$ cat src/rtl/regfile_pkg.sv
// Widths and shared types for the register-file write-back path.
// Pure declarations; no logic, no latency, no flow control.
package regfile_pkg;

   localparam int XLEN       = 32;
   localparam int REG_ADDR_W = 5;
   localparam int NUM_REGS   = 2**REG_ADDR_W;

   typedef enum logic [1:0] {
      WB_SRC_ALU    = 2'd0,
      WB_SRC_LSU    = 2'd1,
      WB_SRC_MULFPU = 2'd2
   } wb_src_e;

   typedef enum logic {
      SLOT_EMPTY = 1'b0,
      SLOT_FULL  = 1'b1
   } slot_state_e;

   typedef struct packed {
      logic [REG_ADDR_W-1:0] rd;
      logic [XLEN-1:0]       data;
   } wb_req_t;

endpackage

$ cat src/rtl/regfile_wb_scheduler_rr_arbiter.sv
// Round-robin pick among requesters, searching upward from ptr with wrap.
// Purely combinational; zero latency, no internal backpressure.
module rr_arbiter #(
   parameter int NUM_SRC = 3,
   parameter int IDX_W   = 2
) (
   input  logic [NUM_SRC-1:0] req,
   input  logic [IDX_W-1:0]   ptr,
   output logic [NUM_SRC-1:0] grant,
   output logic [IDX_W-1:0]   grant_idx,
   output logic               any_grant
);

   int cand;

   always_comb begin
      grant     = '0;
      grant_idx = '0;
      any_grant = 1'b0;
      cand      = 0;
      for (int k = 0; k < NUM_SRC; k++) begin
         cand = (int'(ptr) + k) % NUM_SRC;
         if (!any_grant && req[cand]) begin
            any_grant   = 1'b1;
            grant[cand] = 1'b1;
            grant_idx   = IDX_W'(cand);
         end
      end
   end

endmodule

$ cat src/rtl/regfile_wb_scheduler.sv
// Shares the register-file write port among NUM_SRC one-deep result slots and keeps the busy scoreboard.
// Handshake to reg_wren is 2 cycles; a FULL slot drops src_ready until granted, issue stalls on busy[issue_rd].
module regfile_wb_scheduler #(
   parameter int NUM_SRC    = 3,
   parameter int XLEN       = regfile_pkg::XLEN,
   parameter int REG_ADDR_W = regfile_pkg::REG_ADDR_W
) (
   input  logic                           clk,
   input  logic                           reset,
   input  logic                           issue_valid,
   input  logic [REG_ADDR_W-1:0]          issue_rd,
   output logic                           issue_ready,
   input  logic [NUM_SRC-1:0]             src_valid,
   input  logic [NUM_SRC*REG_ADDR_W-1:0]  src_rd,
   input  logic [NUM_SRC*XLEN-1:0]        src_data,
   output logic [NUM_SRC-1:0]             src_ready,
   output logic                           reg_wren,
   output logic [REG_ADDR_W-1:0]          write_address,
   output logic [XLEN-1:0]                write_data,
   output logic [2**REG_ADDR_W-1:0]       busy,
   output logic                           wb_err
);

   import regfile_pkg::slot_state_e;
   import regfile_pkg::SLOT_EMPTY;
   import regfile_pkg::SLOT_FULL;

   localparam int NUM_REGS = 2**REG_ADDR_W;
   localparam int IDX_W    = (NUM_SRC > 1) ? $clog2(NUM_SRC) : 1;

   slot_state_e             slot_state     [NUM_SRC];
   slot_state_e             slot_state_nxt [NUM_SRC];
   logic [REG_ADDR_W-1:0]   slot_rd        [NUM_SRC];
   logic [XLEN-1:0]         slot_data      [NUM_SRC];
   logic [NUM_SRC-1:0]      slot_full;
   logic [NUM_SRC-1:0]      accept;
   logic [NUM_SRC-1:0]      grant;
   logic [IDX_W-1:0]        rr_ptr;
   logic [IDX_W-1:0]        grant_idx;
   logic                    any_grant;
   logic [REG_ADDR_W-1:0]   gnt_rd;
   logic [XLEN-1:0]         gnt_data;
   logic                    gnt_write;
   logic                    issue_fire;
   logic [NUM_REGS-1:0]     busy_nxt;

   // Kept apart from the next-state logic so grant does not loop back through one block.
   always_comb begin
      for (int i = 0; i < NUM_SRC; i++) begin
         slot_full[i] = (slot_state[i] == SLOT_FULL);
         src_ready[i] = (slot_state[i] == SLOT_EMPTY);
         accept[i]    = src_valid[i] && src_ready[i];
      end
   end

   always_comb begin
      for (int i = 0; i < NUM_SRC; i++) begin
         slot_state_nxt[i] = slot_state[i];
         case (slot_state[i])
            SLOT_EMPTY: if (accept[i]) slot_state_nxt[i] = SLOT_FULL;
            SLOT_FULL:  if (grant[i])  slot_state_nxt[i] = SLOT_EMPTY;
            default:                   slot_state_nxt[i] = SLOT_EMPTY;
         endcase
      end
   end

   always_ff @(posedge clk or posedge reset) begin
      if (reset) begin
         for (int i = 0; i < NUM_SRC; i++) slot_state[i] <= SLOT_EMPTY;
      end else begin
         for (int i = 0; i < NUM_SRC; i++) slot_state[i] <= slot_state_nxt[i];
      end
   end

   always_ff @(posedge clk) begin
      for (int i = 0; i < NUM_SRC; i++) begin
         if (accept[i]) begin
            slot_rd[i]   <= src_rd[i*REG_ADDR_W +: REG_ADDR_W];
            slot_data[i] <= src_data[i*XLEN +: XLEN];
         end
      end
   end

   rr_arbiter #(
      .NUM_SRC (NUM_SRC),
      .IDX_W   (IDX_W)
   ) u_arb (
      .req       (slot_full),
      .ptr       (rr_ptr),
      .grant     (grant),
      .grant_idx (grant_idx),
      .any_grant (any_grant)
   );

   // x0 grants still drain their slot but never touch the write port or scoreboard.
   always_comb begin
      gnt_rd      = slot_rd[grant_idx];
      gnt_data    = slot_data[grant_idx];
      gnt_write   = any_grant && (gnt_rd != '0);
      issue_ready = !busy[issue_rd] || (issue_rd == '0);
      issue_fire  = issue_valid && issue_ready && (issue_rd != '0);
      busy_nxt    = busy;
      if (gnt_write)  busy_nxt[gnt_rd]   = 1'b0;
      if (issue_fire) busy_nxt[issue_rd] = 1'b1;
      busy_nxt[0] = 1'b0;
   end

   always_ff @(posedge clk or posedge reset) begin
      if (reset) begin
         rr_ptr        <= '0;
         busy          <= '0;
         reg_wren      <= 1'b0;
         write_address <= '0;
         write_data    <= '0;
         wb_err        <= 1'b0;
      end else begin
         busy     <= busy_nxt;
         reg_wren <= gnt_write;
         if (gnt_write) begin
            write_address <= gnt_rd;
            write_data    <= gnt_data;
            if (!busy[gnt_rd]) wb_err <= 1'b1;
         end
         if (any_grant)
            rr_ptr <= (grant_idx == IDX_W'(NUM_SRC-1)) ? '0 : grant_idx + 1'b1;
      end
   end

endmodule
$ cat config.mk
export PLATFORM = sky130hd
export DESIGN_NAME = regfile_wb_scheduler
export DESIGN_NICKNAME = d
export VERILOG_FILES = /design/src/rtl/regfile_pkg.sv /design/src/rtl/regfile_wb_scheduler_rr_arbiter.sv /design/src/rtl/regfile_wb_scheduler.sv
export SDC_FILE = /design/constraint.sdc
export NUM_CORES = 1
export LEC_CHECK = 0
export ABC_AREA = 1
export BUFFER_PORTS_ARGS = -buffer_cell sky130_fd_sc_hd__buf_4
export CORE_ASPECT_RATIO = 1.2
export CORE_UTILIZATION = 48
export DETAILED_ROUTE_END_ITERATION = 10
export PLACE_DENSITY_LB_ADDON = 0.15
export SYNTH_ARGS = -nofsm -noshare
export SYNTH_HDL_FRONTEND = slang
export SYNTH_HIERARCHICAL = 1
export SYNTH_SLANG_ARGS = --single-unit
$ cat constraint.sdc
create_clock -name clk -period 2.5 [get_ports clk]
set_input_delay 0 -clock clk [delete_from_list [all_inputs] [get_ports clk]]
set_output_delay 0 -clock clk [all_outputs]
set_load 0.01 [all_outputs]
After elaboration in Yosys (flattened, before gate mapping)

Memory sizes are Yosys's and may differ from the RTL's. A register that Yosys moved wholly into a read port is not among the register bits.
Cells that the tools add are included.

Register bits: 43
Bits in writable memories: 111
Bits of input ports: 122
Output and inout bits: 75
Logic and storage cells: 104
Memories: 2

Add/subtract/negate cells: 3
Divide/modulo/power cells: 3
$lt $le $gt $ge: 10
Eq/ne operators: 1
Mux-type cells: 47
Bitwise logic cells: 9
Reduce and logical (&&, ||, !) cells: 21

Memory list:

| name      | depth | bits a word | read ports | clocked after memory_dff | wr ports | RTL line                   | text |
|---|---|---|---|---|---|---|---|
| slot_data | 3     | 32          | 1          | 1                        | 3        | regfile_wb_scheduler.sv:34 | `logic [XLEN-1:0] slot_data [NUM_SRC];` |
| slot_rd   | 3     | 5           | 1          | 0                        | 3        | regfile_wb_scheduler.sv:33 | `logic [REG_ADDR_W-1:0] slot_rd [NUM_SRC];` |

Operators by type and width:

| operator                                                                       | number |
|---|---|
| 32-bit by 1-bit >= comparator with 1-bit output (second input constant)        | 3 |
| 32-bit by 4-bit less-than comparator with 1-bit output (second input constant) | 3 |
| 32-bit by 3-bit modulo with 32-bit output (second input constant)              | 2 |
| 32-bit two-way mux                                                             | 2 |
| 32-bit bitwise AND                                                             | 1 |
| 3-bit by 3-bit modulo with 32-bit output (second input constant)               | 1 |
| 32-bit NOT                                                                     | 1 |
| 32-bit OR                                                                      | 1 |
| 1-bit two-way mux                                                              | 25 |
| 1-bit logical AND                                                              | 13 |
| 5-bit by 6-bit less-than comparator with 1-bit output (second input constant)  | 2 |
| 1-bit binary-select mux with 5-bit select                                      | 2 |
| 1-bit demux with 5-bit select                                                  | 2 |
| 5-bit by 1-bit >= comparator with 1-bit output (second input constant)         | 2 |
| 5-bit nonzero test                                                             | 2 |
| 3-bit two-way mux                                                              | 3 |
| 2-bit two-way mux                                                              | 4 |
| 1-bit binary-select mux with 2-bit select                                      | 3 |
| 1-bit demux with 2-bit select                                                  | 3 |
| 3-bit OR                                                                       | 2 |
| 1-bit one-hot mux with 2 select lines                                          | 3 |
| 5-bit zero test                                                                | 1 |
| 1-bit NOT                                                                      | 4 |
| 2-bit by 1-bit adder with 3-bit output (second input constant)                 | 1 |
| 6 further kinds                                                                | 8 |

Logic depth before layout (Yosys ltp)

Gate-level depths: netlist of run 1.
An unclocked memory read counts as a cell.

Depth in word-level cells: 21
Depth in mapped cells: 24
Depth with buffers taken out: 24

By module

The synthesis of run 1 kept the hierarchy.

Modules (own cells, without submodules):

| module               | times used | cells each | area each (µm²) | sequential area each (µm²) |
|---|---|---|---|---|
| regfile_wb_scheduler | 1          | 735        | 7,798.7         | 5,210.0 |
| rr_arbiter           | 1          | 61         | 320.3           | 0.0 |

Least setup slack after synthesis of run 1

Ideal clock, no wire load.

Path type: reg-to-reg
Start: reg rr_ptr[0]
End: reg write_data[0] (read register of slot_data)
Setup time: 0.129 ns
Data arrival time: 2.527 ns
Data required time: 2.371 ns
Path slack: -0.156 ns
Cell stages (with the launch flop): 22
Buffers on the path: 3
Path through: dfrtp_1 > inv_1 > ha_1 > inv_2 > nand2_1 > nand3_1 > nand2_1 > nand2_1 > inv_2 > nand3_1 > nand2_1 > buf_2 > nand2_2 > nand3_2 > inv_2 > nand2_1 > nor2_2 > nor2_4 > buf_6 > buf_6 > nor2_1 > a21oi_1

Cells in the longest elaborated chain, start to end: 14
Elaborated cells on any way between the ends: 27
Those cells by class: add/sub (2); div (3); mux (15); reduce/logical (6); memory (1)

Ends and longest elaborated chain:

| what                                                                               | RTL line                              | text |
|---|---|---|
| start, declared                                                                    | regfile_wb_scheduler.sv:38            | `logic [IDX_W-1:0] rr_ptr;` |
| start signal, assigned                                                             | regfile_wb_scheduler.sv:125           | `rr_ptr <= (grant_idx == IDX_W'(NUM_SRC-1)) ? '0 : grant_idx + 1'b1;` |
| branches (longest 10 deep; another with 32-bit by 3-bit modulo with 32-bit output) | --                                    |  |
| 2-bit two-way mux *                                                                | regfile_wb_scheduler_rr_arbiter.sv:23 | `if (!any_grant && req[cand]) begin` |
| via grant_idx[1]                                                                   | regfile_wb_scheduler.sv:39            | `logic [IDX_W-1:0] grant_idx;` |
| memory read 3 x 5 bit                                                              | --                                    |  |
| 5-bit nonzero test                                                                 | regfile_wb_scheduler.sv:99            | `gnt_write = any_grant && (gnt_rd != '0);` |
| 1-bit logical AND                                                                  | regfile_wb_scheduler.sv:99            |  |
| end, declared                                                                      | regfile_wb_scheduler.sv:19            | `output logic [XLEN-1:0] write_data,` |

Mark *: on every way through the listed nets, which the timed path passes. The select of a mux whose other input is x is not followed.
A chain may end at the register's enable or synchronous reset.

Worst setup path in the final report of run 1

Start: reg rr_ptr[0]
End: reg write_address[4]

Cells in the longest elaborated chain, start to end: 14
Elaborated cells on any way between the ends: 27
Those cells by class: add/sub (2); div (3); mux (15); reduce/logical (6); memory (1)

Ends and longest elaborated chain:

| what                                                                               | RTL line                              | text |
|---|---|---|
| branches (longest 10 deep; another with 32-bit by 3-bit modulo with 32-bit output) | --                                    |  |
| 2-bit two-way mux *                                                                | regfile_wb_scheduler_rr_arbiter.sv:23 |  |
| via grant_idx[1]                                                                   | regfile_wb_scheduler.sv:39            |  |
| memory read 3 x 5 bit *                                                            | --                                    |  |
| 5-bit nonzero test                                                                 | regfile_wb_scheduler.sv:99            |  |
| 1-bit logical AND                                                                  | regfile_wb_scheduler.sv:99            |  |
| end signal, assigned                                                               | regfile_wb_scheduler.sv:120           | `write_address <= gnt_rd;` |
| end, declared                                                                      | regfile_wb_scheduler.sv:18            | `output logic [REG_ADDR_W-1:0] write_address,` |

Marked as above.

==> impl_metrics.toml, run 1 <==
[logic_synthesis]
synth-edff-count = 111
ys.flop_type = "edfxtp_1"
syn_area_um2 = 8120
ys_seq_elements = 186
synth.area.top_cells = "edfxtp_1, dfrtp_1, nand2_1"
synthSimpleGateAreaFrac = 0.189
synth_mux_area_frac = 0
synth_compound_area_frac = 0.102
ys_seq_area_frac = 0.642
ys_types = 31
synth_xor_area_frac = 0
syn_inst = 796
syn_nets = 922
async_flop_share = 0.403
synthAdderAreaFrac = 0.00616
synth_top_area_cell = "edfxtp_1"
syn_avg_cell_area_um2 = 10.2
synth_top_family_by_area = "simple AND/OR/NAND/NOR gates"
synth_top_cell_area_share = 0.411
yosys_warnings = 6

[clocking]
cts_tree = "done"
numCtsBuffers = 17
clkLatencyLatePin_ns = 0.43
htreeDepth = 4
path_clk_slew_ns = 0.07
root_buffer = "clkbuf_16"
numClockSinks = 186
cts_buffer_depth = 2

[route]
drtIter0Drc = 519
drc = 0
avgViaCountPerCell = 5.42
vias = 7558
first_pass_iters = 5
ant_nets = 0
wl_per_cell_um = 19.2
routed_wl_um = 26800

[finish]
multi_input_area_um2 = 2900
areaGrowthSynthToFinish_pct = 57.5
final_cell_area_um2 = 12800
instances_no_fill = 1395
seqCellArea_um2 = 5210
utilization = 0.780
nets = 1295
drive_gt1_frac = 0.365
fill_cells = 975

[run_status]
status = "complete, but fails checks"
violations = "negative setup slack"

[global_route]
grt_pass1_wl_um = 39500
overflow = 0
grt_pass1_vias = 7649
antenna_found_initial = 1
grt_max_degree = 41
grt_usage = 0.304

[setup_path]
reg2reg_slack_ns = -0.33
cp-end-kind = "flip-flop"
worst-path-max-fanout = 8
worstSetupStartpointType = "flip-flop"
slowest_stage = "dfrtp_2"
worst-setup-path-type = "reg2reg"
crit_required_ns = 2.81
crit_arrival_ns = 3.14
crit_path_max_incr_delay_ns = 0.44
cp_cell_sequence = "inv_4 -> ha_4 -> inv_4 -> o31ai_4 -> nand3_4 -> nand2_8 -> inv_8 -> nand3_1 -> nand3_2 -> inv_2 -> nand2_4 -> nor2_4 -> nor2_4 -> buf_12 -> buf_6 -> buf_6 -> nor2_2 -> a21oi_1"

[floorplan]
die_area_um2 = 17400
core_area_um2 = 16400
fp.dieH_um = 144
die_w_um = 121
num_rows = 51
start_util = 0.495
boundaryPins = 197

[sta]
relSlewSlack = 0.458
holdWs_ns = 0.0457
min_period_ns = 2.83
rsz0062_at_grt = "yes"
worstMarginPinSlew_ns = 0.808
fin_crit_sh = 1.13
hold_viol_final = 0
fin_ws_ns = -0.331
clock_skew_ns = 0.0102
max_freq_mhz = 353
setup_violations = 69
drv_slew = 0

[worst_hold_path]
hold_path_class = "in2reg"

[place]
placed_cells = 1220
gp_congestion = 0.912
port_buffers = 195
dp_hpwl_um = 15500
placed_area_um2 = 10200

[job]
drv_cap = 0
[cell families after synthesis]
group | after synthesis
other | 1
DFF | 186
AOI/OAI and AO/OA | 135
adders and majority gates | 4
and+or+nand+nor | 357
buffers and inverters | 113
[synth_stat cells (4+ instances only)]
cell / count
nand4_1: 5
buf_2: 10
ha_1: 4
o21ai_0: 49
edfxtp_1: 111
a21oi_1: 16
inv_2: 14
a22oi_1: 27
o21ai_1: 9
clkbuf_1: 11
nor3_1: 8
nand2_1: 156
a221oi_1: 11
buf_6: 5
nand2_2: 4
nor2_1: 95
a31oi_1: 21
nor2_2: 6
buf_4: 5
dfrtp_1: 75
nand3_1: 75
nand3_2: 4
inv_1: 65
[area by class of cell]
cell class | count | share of cell area
antenna | 1 | 0.000196
multi-input combinational | 497 | 0.227
tap | 212 | 0.0207
sequential | 186 | 0.408
clock buffer | 17 | 0.0333
timing repair buffer | 387 | 0.275
inverter | 80 | 0.0260
clock inverter | 15 | 0.0107
[sequential cells by signal (all words and copies together) (netlist names)]
name	cells
slot_data	96
slot_full	3
busy	31
wb_err	1
slot_rd	15
rr_ptr	2
reg_wren	1
write_address	5
write_data	32
[critical path: cells and delay by family (launching register included)]
kind	cells	cell delay (ns)
buffers and inverters	7	0.69
adders and majority gates	1	0.30
AOI/OAI and AO/OA	2	0.42
DFF	1	0.44
and+or+nand+nor	8	0.86
[path summary, 6_finish.rpt]
kind	start	endpoint	depth (start not counted)
worst min register to register	wb_err	wb_err	2
worst max-delay path	rr_ptr[0]	write_address[4]	18
worst min-delay path	issue_rd[2]	busy[1]	6
min in group asynchronous	reset	write_data[12]	3
worst max register to register	rr_ptr[0]	write_address[4]	18
max in group asynchronous	reset	write_data[31]	4
[cell usage in the layout (no fill, tap or decap), types with 9 or more instances in the layout]
cell / synthesis / routed
a21oi_1: 16 / 15
a22oi_1: 27 / 27
a31oi_1: 21 / 21
buf_12: 0 / 9
buf_4: 5 / 233
buf_6: 5 / 21
clkbuf_16: 0 / 20
dfrtp_1: 75 / 73
dlygate4sd3_1: 0 / 116
edfxtp_1: 111 / 111
inv_1: 65 / 51
inv_2: 14 / 17
nand2_1: 156 / 143
nand3_1: 75 / 67
nor2_1: 95 / 62
nor2_2: 6 / 23
nor2_4: 2 / 18
o21ai_0: 49 / 19
o21ai_1: 9 / 25
o21ai_2: 1 / 15
[per-layer routing]
layer  part of all wire  GRT usage
met2               0.54      0.549
met4              0.043      0.173
met5                  0          0
met3              0.067     0.0588
met1               0.35      0.333
[timing repair]
| action | 4_1_cts | 5_1_grt |
|---|---|---|
| hold buffers | 116 | 0 |
| buffers inserted | 17 | 5 |
| pin swaps | 32 | 21 |
| cloned | 2 | 3 |
| setup endpoints to repair | 71 | 71 |
| gates resized for setup | 102 | 86 |
| endpoints found under the hold margin | 152 | 0 |
[per-stage QoR]
step / TNS (ns) / worst slack [ns]
after CTS: -6.39 / -0.178
after detailed placement: -18.79 / -0.344
after global routing: -22.67 / -0.433
after floorplan: 0 / 0.00216
final: -15.42 / -0.331
after global placement: -12.67 / -0.241
Power of run 1 is not shown: default switching activity piles up to over one toggle a cycle in this logic, so the estimate is an artifact.
==> run 2: changes to the inputs <==
--- a/config.mk
+++ b/config.mk
@@ -8,7 +8,8 @@
 export ABC_AREA = 1
 export BUFFER_PORTS_ARGS = -buffer_cell sky130_fd_sc_hd__buf_4
 export CORE_ASPECT_RATIO = 1.2
-export CORE_UTILIZATION = 48
+export CORE_UTILIZATION = 50
+export CTS_BUF_LIST = sky130_fd_sc_hd__clkbuf_4
 export DETAILED_ROUTE_END_ITERATION = 10
 export PLACE_DENSITY_LB_ADDON = 0.15
 export SYNTH_ARGS = -nofsm -noshare
==> run 2 against run 1 <==
- the flow still finishes with violations (negative setup slack)
- register-to-register slack lost 0.08 ns
- critical path depth down 1
- clock-buffer cell count is 1 higher
- setup slack lost 0.083 ns
- routed wire length increased by 2.3%
- cell count up 1.3%
- core utilization increased by 2.7 points
- first-iteration DRC count increased by 6.7%
- hold slack got worse by 0.022 ns
==> impl_metrics.toml, run 2 (synthesis gave the netlist of run 1 again) <==
[run_status]
status = "complete, but fails checks"
violations = "negative setup slack"

[global_route]
grt_pass1_wl_um = 40100
overflow = 0
grt_max_degree = 76
grt_pass1_vias = 7761
antenna_found_initial = 2
grt_usage = 0.314

[finish]
final_cell_mix = "buf_4, nand2_1, dlygate4sd3_1"
layout_commonest_cell = "buf_4"
largest_reg_flops = 96
utilization = 0.806
areaGrowthSynthToFinish_pct = 56.6
instances_no_fill = 1413
top_register = "slot_data"
nets = 1316
seqCellArea_um2 = 5210
fill_cells = 890
drive_gt1_frac = 0.374
multi_input_area_um2 = 2970
reg_top3 = "slot_data x96, write_data x32, busy x31"

[job]
drv_cap = 0

[setup_path]
rr_worst_depth = 17
worst-setup-path-type = "reg2reg"
worst-path-max-fanout = 8
worstSetupStartpointType = "flip-flop"
crit_arrival_ns = 3.41
crit_required_ns = 3.00
cp-end-kind = "flip-flop"

[sta]
fin_crit_sh = 1.17
drv_slew = 0
fin_ws_ns = -0.414
rsz0062_at_grt = "yes"
clock_skew_ns = 0.0172
min_period_ns = 2.91
hold_viol_final = 0
relSlewSlack = 0.605
worstMarginPinSlew_ns = 0.593
max_freq_mhz = 343
setup_violations = 70

[clocking]
root_buffer = "clkbuf_4"
path_clk_slew_ns = 0.15
cts_tree = "done"
numClockSinks = 186
clkLatencyLatePin_ns = 0.58
numCtsBuffers = 17
cts_buffer_depth = 2
htreeDepth = 4

[route]
routed_wl_um = 27400
wl_per_cell_um = 19.4
drtIter0Drc = 554
first_pass_iters = 6
avgViaCountPerCell = 5.49
ant_nets = 0
drc = 0
vias = 7761

[place]
placed_cells = 1220
dp_hpwl_um = 15100
gp_congestion = 0.898
port_buffers = 195

[worst_hold_path]
hold_path_class = "in2async"

[floorplan]
die_w_um = 118
fp.dieH_um = 142
boundaryPins = 197
start_util = 0.515
die_area_um2 = 16800
core_area_um2 = 15800
num_rows = 50
[run 2: path summary, 6_finish.rpt]
path	from	slack, ns	endpoint
setup / recovery	rr_ptr[0]	-0.41	write_address[3]
max in group asynchronous	reset	2.08	busy[29]
min in group clk	src_data[52]	0.12	slot_data[1][20]
hold / removal	reset	0.02	write_data[30]
setup reg to reg	rr_ptr[0]	-0.41	write_address[3]
hold reg to reg	wb_err	0.52	wb_err
[run 2: cell type report]
class / instances / area share
Multi-Input combinational cell: 497 / 0.234
Antenna cell: 2 / 0.000394
Timing Repair Buffer: 408 / 0.285
Clock inverter: 14 / 0.0129
Clock buffer: 18 / 0.0106
Sequential cell: 186 / 0.410
Inverter: 80 / 0.0267
Tap cell: 208 / 0.0205
[run 2: layer usage]
metal | GRT usage | vias up | part of all wire
li1 | - | 3530 | -
met4 | 0.167 | 0 | 0.046
met5 | 0 | - | 0
met1 | 0.351 | 3733 | 0.35
met2 | 0.563 | 403 | 0.54
met3 | 0.0659 | 95 | 0.064
[run 2: per-stage QoR]
step / worst slack [ns] / area, µm² / hold slack (ns) / TNS (ns)
after floorplan: 0.00216 / 8170 / 0.0989 / 0
after global placement: -0.250 / 10200 / 0.127 / -10.39
after detailed placement: -0.325 / 10200 / 0.130 / -17.04
after CTS: -0.190 / 12300 / 0.0283 / -7.25
after global routing: -0.547 / 12700 / 0.0577 / -25.44
final: -0.414 / 12700 / 0.0237 / -16.76
[run 2: repair_timing]
item / CTS / global route
hold buffers: 127 / 0
resized for setup: 119 / 85
cloned: 3 / 2
setup endpoints to repair: 70 / 71
pin swaps: 28 / 28
setup buffers: 16 / 12
endpoints found under the hold margin: 219 / 0
[run 2: worst max-delay path, cell delays in order, from the launching register on]
cell	delay, ns
dfrtp_1	0.44
inv_2	0.08
ha_4	0.32
inv_6	0.05
o31ai_4	0.35
nand3_4	0.17
nand2_8	0.15
buf_6	0.13
nand2_2	0.07
nand3_4	0.10
inv_4	0.06
nand2_2	0.08
nor2_4	0.05
nor2_4	0.23
buf_6	0.19
buf_12	0.15
nor2_2	0.05
a21oi_1	0.15
Power of run 2 is left out for the same reason.
